==> src/rtl/if_fetch_stage.sv <==
// rtl/if_fetch_stage.sv - instruction fetch stage: PC, imem req/ack, IF/ID register
module if_fetch_stage #(
    parameter logic [31:0] RESET_PC = 32'h0000_0000,
    parameter logic [31:0] NOP_INST = 32'h0000_0013
) (
    input  logic        clk,
    input  logic        rst,
    input  logic        redirect_i,
    input  logic [31:0] redirect_pc_i,
    input  logic        stall_i,
    output logic        imem_req_o,
    output logic [31:0] imem_addr_o,
    input  logic        imem_ack_i,
    input  logic [31:0] imem_data_i,
    output logic        if_valid_o,
    output logic [31:0] if_pc_o,
    output logic [31:0] if_inst_o
);

    // FETCH: request to pc_q outstanding
    // HOLD : word parked in the buffer while IF/ID is stalled, no request
    // DROP : wrong-path request to drop_addr_q outstanding, pc_q already redirected
    typedef enum logic [1:0] {
        S_FETCH = 2'd0,
        S_HOLD  = 2'd1,
        S_DROP  = 2'd2
    } state_t;

    state_t      state_q, state_d;
    logic [31:0] pc_q, pc_d;
    logic [31:0] drop_addr_q, drop_addr_d;
    logic [31:0] buf_pc_q, buf_pc_d;
    logic [31:0] buf_inst_q, buf_inst_d;
    logic        ifid_valid_q, ifid_valid_d;
    logic [31:0] ifid_pc_q, ifid_pc_d;
    logic [31:0] ifid_inst_q, ifid_inst_d;

    logic [31:0] pc_plus4;
    logic [31:0] redirect_pc_aligned;

    assign pc_plus4            = pc_q + 32'd4;
    assign redirect_pc_aligned = redirect_pc_i & 32'hFFFF_FFFC;

    // The address bus shows the in-flight request; in DROP that is the stale address
    assign imem_req_o  = !rst && (state_q != S_HOLD);
    assign imem_addr_o = (state_q == S_DROP) ? drop_addr_q : pc_q;

    assign if_valid_o = ifid_valid_q;
    assign if_pc_o    = ifid_pc_q;
    assign if_inst_o  = ifid_inst_q;

    // Next-state: redirect flushes everything; otherwise advance per state, stall freezes IF/ID
    always_comb begin
        state_d      = state_q;
        pc_d         = pc_q;
        drop_addr_d  = drop_addr_q;
        buf_pc_d     = buf_pc_q;
        buf_inst_d   = buf_inst_q;
        ifid_valid_d = ifid_valid_q;
        ifid_pc_d    = ifid_pc_q;
        ifid_inst_d  = ifid_inst_q;

        if (redirect_i) begin
            ifid_valid_d = 1'b0;
            ifid_inst_d  = NOP_INST;
            pc_d         = redirect_pc_aligned;
            case (state_q)
                S_FETCH: begin
                    if (imem_ack_i) begin
                        state_d = S_FETCH;
                    end else begin
                        state_d     = S_DROP;
                        drop_addr_d = pc_q;
                    end
                end
                S_HOLD:  state_d = S_FETCH;
                S_DROP:  state_d = imem_ack_i ? S_FETCH : S_DROP;
                default: state_d = S_FETCH;
            endcase
        end else begin
            case (state_q)
                S_FETCH: begin
                    if (imem_ack_i) begin
                        pc_d = pc_plus4;
                        if (stall_i) begin
                            buf_pc_d   = pc_q;
                            buf_inst_d = imem_data_i;
                            state_d    = S_HOLD;
                        end else begin
                            ifid_valid_d = 1'b1;
                            ifid_pc_d    = pc_q;
                            ifid_inst_d  = imem_data_i;
                        end
                    end else if (!stall_i) begin
                        ifid_valid_d = 1'b0;
                        ifid_inst_d  = NOP_INST;
                    end
                end
                S_HOLD: begin
                    if (!stall_i) begin
                        ifid_valid_d = 1'b1;
                        ifid_pc_d    = buf_pc_q;
                        ifid_inst_d  = buf_inst_q;
                        state_d      = S_FETCH;
                    end
                end
                S_DROP: begin
                    if (!stall_i) begin
                        ifid_valid_d = 1'b0;
                        ifid_inst_d  = NOP_INST;
                    end
                    if (imem_ack_i) begin
                        state_d = S_FETCH;
                    end
                end
                default: state_d = S_FETCH;
            endcase
        end
    end

    // State and pipeline registers with synchronous reset
    always_ff @(posedge clk) begin
        if (rst) begin
            state_q      <= S_FETCH;
            pc_q         <= RESET_PC;
            drop_addr_q  <= 32'd0;
            buf_pc_q     <= 32'd0;
            buf_inst_q   <= 32'd0;
            ifid_valid_q <= 1'b0;
            ifid_pc_q    <= 32'd0;
            ifid_inst_q  <= NOP_INST;
        end else begin
            state_q      <= state_d;
            pc_q         <= pc_d;
            drop_addr_q  <= drop_addr_d;
            buf_pc_q     <= buf_pc_d;
            buf_inst_q   <= buf_inst_d;
            ifid_valid_q <= ifid_valid_d;
            ifid_pc_q    <= ifid_pc_d;
            ifid_inst_q  <= ifid_inst_d;
        end
    end

endmodule

==> config.mk <==
export PLATFORM = sky130hd
export DESIGN_NAME = if_fetch_stage
export DESIGN_NICKNAME = d
export VERILOG_FILES = /design/src/rtl/if_fetch_stage.sv
export SDC_FILE = /design/constraint.sdc
export NUM_CORES = 1
export LEC_CHECK = 0
export BUFFER_PORTS_ARGS = -buffer_cell sky130_fd_sc_hd__buf_2
export CAP_MARGIN = 25
export CORE_MARGIN = 2
export CORE_UTILIZATION = 50
export CTS_BUF_LIST = sky130_fd_sc_hd__clkbuf_16
export DETAILED_ROUTE_END_ITERATION = 8
export GPL_TIMING_DRIVEN = 0
export PLACE_DENSITY = 0.82
export RECOVER_POWER = 100
export SYNTH_ARGS = -nofsm -noshare
export SYNTH_HDL_FRONTEND = slang
export SYNTH_SLANG_ARGS = --single-unit
==> constraint.sdc <==
create_clock -name clk -period 1.9 [get_ports clk]
set_input_delay 0.19 -clock clk [delete_from_list [all_inputs] [get_ports clk]]
set_output_delay 0.19 -clock clk [all_outputs]
set_load 0.005 [all_outputs]
Yosys cells after proc, flatten, opt, wreduce, memory -nomap -nowiden
Index checks and enable logic that the tools add are counted.
Widths: inputs -> output; s select.
{"block": "word_totals", "ff_bits": 195, "output_inout_bits": 98, "wordCells": 64}
{"block": "op_classes", "n_addsub": 1, "eq_ne": 11, "muxes": 25, "bitwise_logic": 2, "reduce_logical": 16}
{"operator": "$mux 32", "n": 11}
{"operator": "$pmux 32 s3", "n": 1}
{"operator": "$pmux 32 s2", "n": 1}
{"operator": "$add 32x3->32 const B", "n": 1}
{"operator": "$ne 3x3->1 const B", "n": 5}
{"operator": "$mux 2", "n": 7}
{"operator": "$reduce_and 4->1", "n": 2}
{"operator": "$ne 2x2->1 const B", "n": 3}
{"operator": "$pmux 2 s3", "n": 1}
{"operator": "$reduce_and 3->1", "n": 2}
{"operator": "$reduce_bool 2->1", "n": 3}
{"operator": "$reduce_and 5->1", "n": 1}
{"operator": "$reduce_and 2->1", "n": 2}
{"operator": "$reduce_or 2->1", "n": 2}
{"operator": "$mux 1", "n": 3}
{"operator": "$pmux 1 s3", "n": 1}
{"operator": "$reduce_bool 3->1", "n": 1}
{"operator": "$eq 2x1->1 const B", "n": 1}
{"operator": "$eq 2x2->1 const B", "n": 1}
{"operator": "$logic_not 2->1", "n": 1}
{"operator": "$ne 2x1->1 const B", "n": 1}
{"operator": "$not 1->1", "n": 2}
{"operator": "$logic_and 1x1->1", "n": 1}
{"operator": "$logic_not 1->1", "n": 1}

Logic depth before layout (Yosys ltp)
{"block": "depth", "depth_word": 4, "ltp_mapped": 9, "mapped_depth_nobuf": 6}

Least setup slack after synthesis
No wires, ideal clock.
{"block": "synth_path", "path_kind": "flip-flop to flip-flop", "start": "register state_q[0]", "end": "register pc_q[27]", "setup_ns": 0.112, "arrival_time_ns": 1.944, "setup_slack_ns": -0.156, "path_stages_with_launch": 8, "n_path_buf": 1, "synth_period_minus_slack_ns": 2.056, "path_cell_list": "dfxtp_1 > inv_1 > ha_1 > buf_2 > nand4_1 > nor4_1 > a211oi_1 > a2111oi_1"}
{"block": "synth_between", "elab_chain_cells": 3}
{"element": "start: declaration", "line": "29", "text": "state_t state_q, state_d;"}
{"element": "start signal: assignment", "line": "133", "text": "state_q <= state_d;"}
{"element": "$logic_not 2->1", "line": "81", "text": "case (state_q)"}
{"element": "$reduce_bool 2->1 (no line)"}
{"element": "$reduce_and 2->1 (no line)"}
{"element": "end signal: assignment", "line": "134", "text": "pc_q <= pc_d;"}
{"element": "end: declaration", "line": "30", "text": "logic [31:0] pc_q, pc_d;"}
Every way passes these cells.
A chain may end at the register's enable or synchronous reset.

Worst setup path in the final report
{"block": "layout_path", "start": "register pc_q[8]", "end": "register pc_q[17]"}
{"block": "layout_between", "elab_chain_cells": 4}
{"element": "$add 32x3->32", "line": "41", "text": "assign pc_plus4 = pc_q + 32'd4;"}
{"element": "$mux 32", "line": "83", "text": "if (imem_ack_i) begin"}
{"element": "$mux 32", "line": "81"}
{"element": "$mux 32", "line": "63", "text": "if (redirect_i) begin"}
Every way passes these cells. The select of a mux whose other input is x is not followed.

==> impl_summary.log <==
[metrics] run status: finished with violations
[metrics] violated checks: setup timing
[metrics] Data required, critical path: 2210 ps
[metrics] drt pass-1 iters: 5
[metrics] cell-by-cell listing of the critical path: buf_6, nand2_8, or4_4, buf_6, or3_1, a311oi_1
[metrics] number of global-route vias before repair: 8086
[metrics] classification of the worst setup path: register to register
[metrics] post-synthesis simple-gate area fraction: 0.1993
[metrics] WL final: 29.58 mm
[metrics] vertical extent of the die: 134.1 um
[metrics] unrepaired setup endpoints after global routing: yes
[metrics] post-layout min period: 2158 ps
[metrics] Worst Tran Pin Value: 774.5 ps
[metrics] largest stage delay on the critical path: 540 ps
[metrics] clock-pin slew on the worst setup and hold paths: 70 ps
[metrics] data arrival time of the worst path: 2470 ps
[metrics] Detailed Place HPWL: 17.22 mm
[metrics] sequential fraction of the synthesis area: 0.4426
[metrics] Worst VDD drop: 0.7250 mV
[metrics] adder and majority cell fraction of the synthesized area: 0.007396
[metrics] die area: 0.01797 mm2
[metrics] area after detailed placement: 0.009587 mm2
[metrics] maximum net fanout on the critical path: 7
[metrics] number of synthesized flops with an enable pin: 0
[metrics] Tcrit/Tclk final: 1.136
[metrics] Worst Skew: 8.564 ps
[metrics] boundary pin count: 167
[metrics] maximum number of pins on one net before global-route repair: 17
[metrics] TritonCTS clock tree: built
[metrics] CTS max path bufs: 2
[metrics] WHS: 3.417 ps
[metrics] post-synthesis to final-layout area growth: 38.27%
[metrics] initial core utilization: 0.5100
[metrics] Buf+Inv Stages, Crit Path: 2
[metrics] number of vias per cell after detailed routing: 6.030
[metrics] final count of hold timing violations: 0
[metrics] Worst Setup Slack, final: -258.3 ps
[metrics] max-capacitance violation count: 0
[metrics] leakage power: 4.509 nW
[metrics] DRC marker count from the first detailed-route iteration: 1074
[metrics] most prevalent standard cell on the critical path: sky130_fd_sc_hd__buf_6
[metrics] relative slew slack: 0.4837
[metrics] synthesized-area fraction occupied by xor and xnor cells: 0.01243
[metrics] Seq cells post-synth: 187
[metrics] Mapped Cells: 1023
[metrics] routed via count: 9063
[metrics] power after layout: 9.209 mW
[metrics] share of synthesized registers carrying an async set or reset: 0
[metrics] cell types occupying the most area after synthesis: sky130_fd_sc_hd__dfxtp_1 44%, sky130_fd_sc_hd__nand2_1 9.8%, sky130_fd_sc_hd__a21oi_1 6.7%
[metrics] global-route usage over all layers: 0.2938
[metrics] CP endpoint kind: register
[metrics] final count of pins violating max slew: 0
[metrics] std cell rows: 47
[metrics] Post-layout nets: 1343
[metrics] combinational family with the most area after synthesis: compound AO/OA/AOI/OAI gates
[metrics] share of the synthesized area in compound gates (AO/OA/AOI/OAI): 0.2003
[metrics] CTS root buf: sky130_fd_sc_hd__clkbuf_16
[metrics] width of the die: 134.1 um
[metrics] share of the synthesized area in the top cell type: 0.4426
[metrics] FMAX: 0.4633 GHz
[metrics] critical path startpoint category: register
[metrics] top_reg_cell synth: sky130_fd_sc_hd__dfxtp_1
[metrics] count of nets left with antenna violations after detail routing: 0
[metrics] Hold WC Path Type: input pin to register
[metrics] maximum level of the CTS H-tree: 4
[metrics] fraction of synthesized area in multiplexers: 0.07263
[metrics] fraction of final layout cells sized beyond drive strength 1: 0.2964
[metrics] first-pass GRT wire length: 42.17 mm
[metrics] initial antenna violation count: 1
[metrics] library cell occupying the most area in the post-synthesis netlist: sky130_fd_sc_hd__dfxtp_1
[metrics] Cell variety after synth: 53
[metrics] # clock sinks: 187
[metrics] number of warnings reported in the yosys synthesis log: 0
[metrics] most used standard cells in the synthesized netlist: 220 x sky130_fd_sc_hd__nand2_1, 187 x sky130_fd_sc_hd__dfxtp_1, 114 x sky130_fd_sc_hd__a21oi_1, 82 x sky130_fd_sc_hd__clkbuf_1, 60 x sky130_fd_sc_hd__nor2_1
[metrics] TritonCTS Buffers: 17
[metrics] syn avg cell area: 8.268 um2
[metrics] cell area after layout: 0.01170 mm2
[metrics] gpl congestion: 0.8994
[metrics] core region area: 0.01658 mm2
[metrics] synthesized area: 0.008458 mm2
[metrics] Post-Route Setup TNS: -8253 ps
[metrics] global route overflow: 0
[metrics] Wirelength per Cell: 19.68 um
[metrics] clock latency reported for the late side of the worst-skew pair: 440 ps
[metrics] critical-path cell with the highest stage delay: sky130_fd_sc_hd__or4_4
[metrics] Crit path max-delay family: simple AND/OR/NAND/NOR gates
[metrics] most numerous cell in the Yosys netlist: sky130_fd_sc_hd__nand2_1
[metrics] # setup viols final: 103
[metrics] DR DRC count: 0
[metrics] PortBufs: 158
[metrics] power per standard cell area: 787.4 mW/mm2
final timing paths:
check / from / slack (ps) / cells after the start / endpoint
setup / recovery: pc_q[8] / -260 / 6 / pc_q[17]
hold / removal: imem_data_i[22] / 3 / 3 / buf_inst_q[22]
setup reg to reg: pc_q[8] / -260 / 6 / pc_q[17]
hold reg to reg: buf_inst_q[15] / 450 / 2 / buf_inst_q[15]
layer usage:
metal / share of wire / track usage / vias to the layer above / routed length (um)
li1: - / - / 4081 / -
met1: 0.38 / 0.3733 / 4134 / 11150
met2: 0.45 / 0.4724 / 642 / 13370
met3: 0.11 / 0.07785 / 206 / 3169
met4: 0.064 / 0.1275 / 0 / 1900
met5: 0 / 0 / - / 0
stage by stage:
step | cells | setup slack (ps) | utilization
floorplan | 1026 | -13.05 | -
global placement | 1404 | -886.7 | 0.5776
detailed placement | 1405 | -665.6 | 0.5781
CTS | 1483 | -138.5 | 0.6762
global route | 1502 | -278.3 | 0.7051
finish | 1503 | -258.3 | 0.7052
registers in the layout, indices dropped and copies added (netlist names), named ones only:
register / count
buf_inst_q: 32
if_inst_o: 32
buf_pc_q: 30
drop_addr_q: 30
if_pc_o: 30
pc_q: 30
state_q: 2
layout make-up:
cell class                 count  area [um2]
fill                        1168        4888
antenna                        1       2.502
multi-input combinational    715        4708
sequential                   187        3766
clock buffer                  17       425.4
buffer                        99       670.6
timing repair buffer         235        1662
clock inverter                15       127.6
tap                          220       275.3
inverter                      14       57.56
cell families after synthesis:
family	count (synthesis)
simple gates	375
buf+inv	124
xor+xnor	12
other cells	1
mux	58
flops	187
compound gates	261
fa+ha+maj	5
layout by cell type, fill, tap and decap left out, drive strengths merged, types with 18 or more instances in the layout:
cell type and n:
mux2i 31, mux2 27, nand2 221, clkbuf 120, a211oi 50, inv 18
dfxtp 187, buf 211, o2bb2ai 22, a21oi 114, nor2 60, a22oi 22
dlygate4sd3 20
timing repair:
action | CTS | global route
buffers inserted | 29 | 21
gates resized for setup | 167 | 115
pin swaps | 17 | 29
endpoints found under the hold margin | 20 | 0
gates cloned | 3 | 4
setup endpoints to repair | 183 | 200
hold buffers | 20 | 0
worst reg2reg max path: stages, from the launching register on:
cell and delay (ps):
sky130_fd_sc_hd__dfxtp_2 330, sky130_fd_sc_hd__buf_6 140, sky130_fd_sc_hd__nand2_8 70, sky130_fd_sc_hd__or4_4 540
sky130_fd_sc_hd__buf_6 150, sky130_fd_sc_hd__or3_1 360, sky130_fd_sc_hd__a311oi_1 430
report_power, final:
group	leakage (nW)	total [mW]	switching, mW	internal [mW]
sequential	1.53	4.21	0.128	4.08
clock	0.274	3.45	1.64	1.81
combinational	2.71	1.56	0.845	0.710
(Power assumes the default switching activity.)
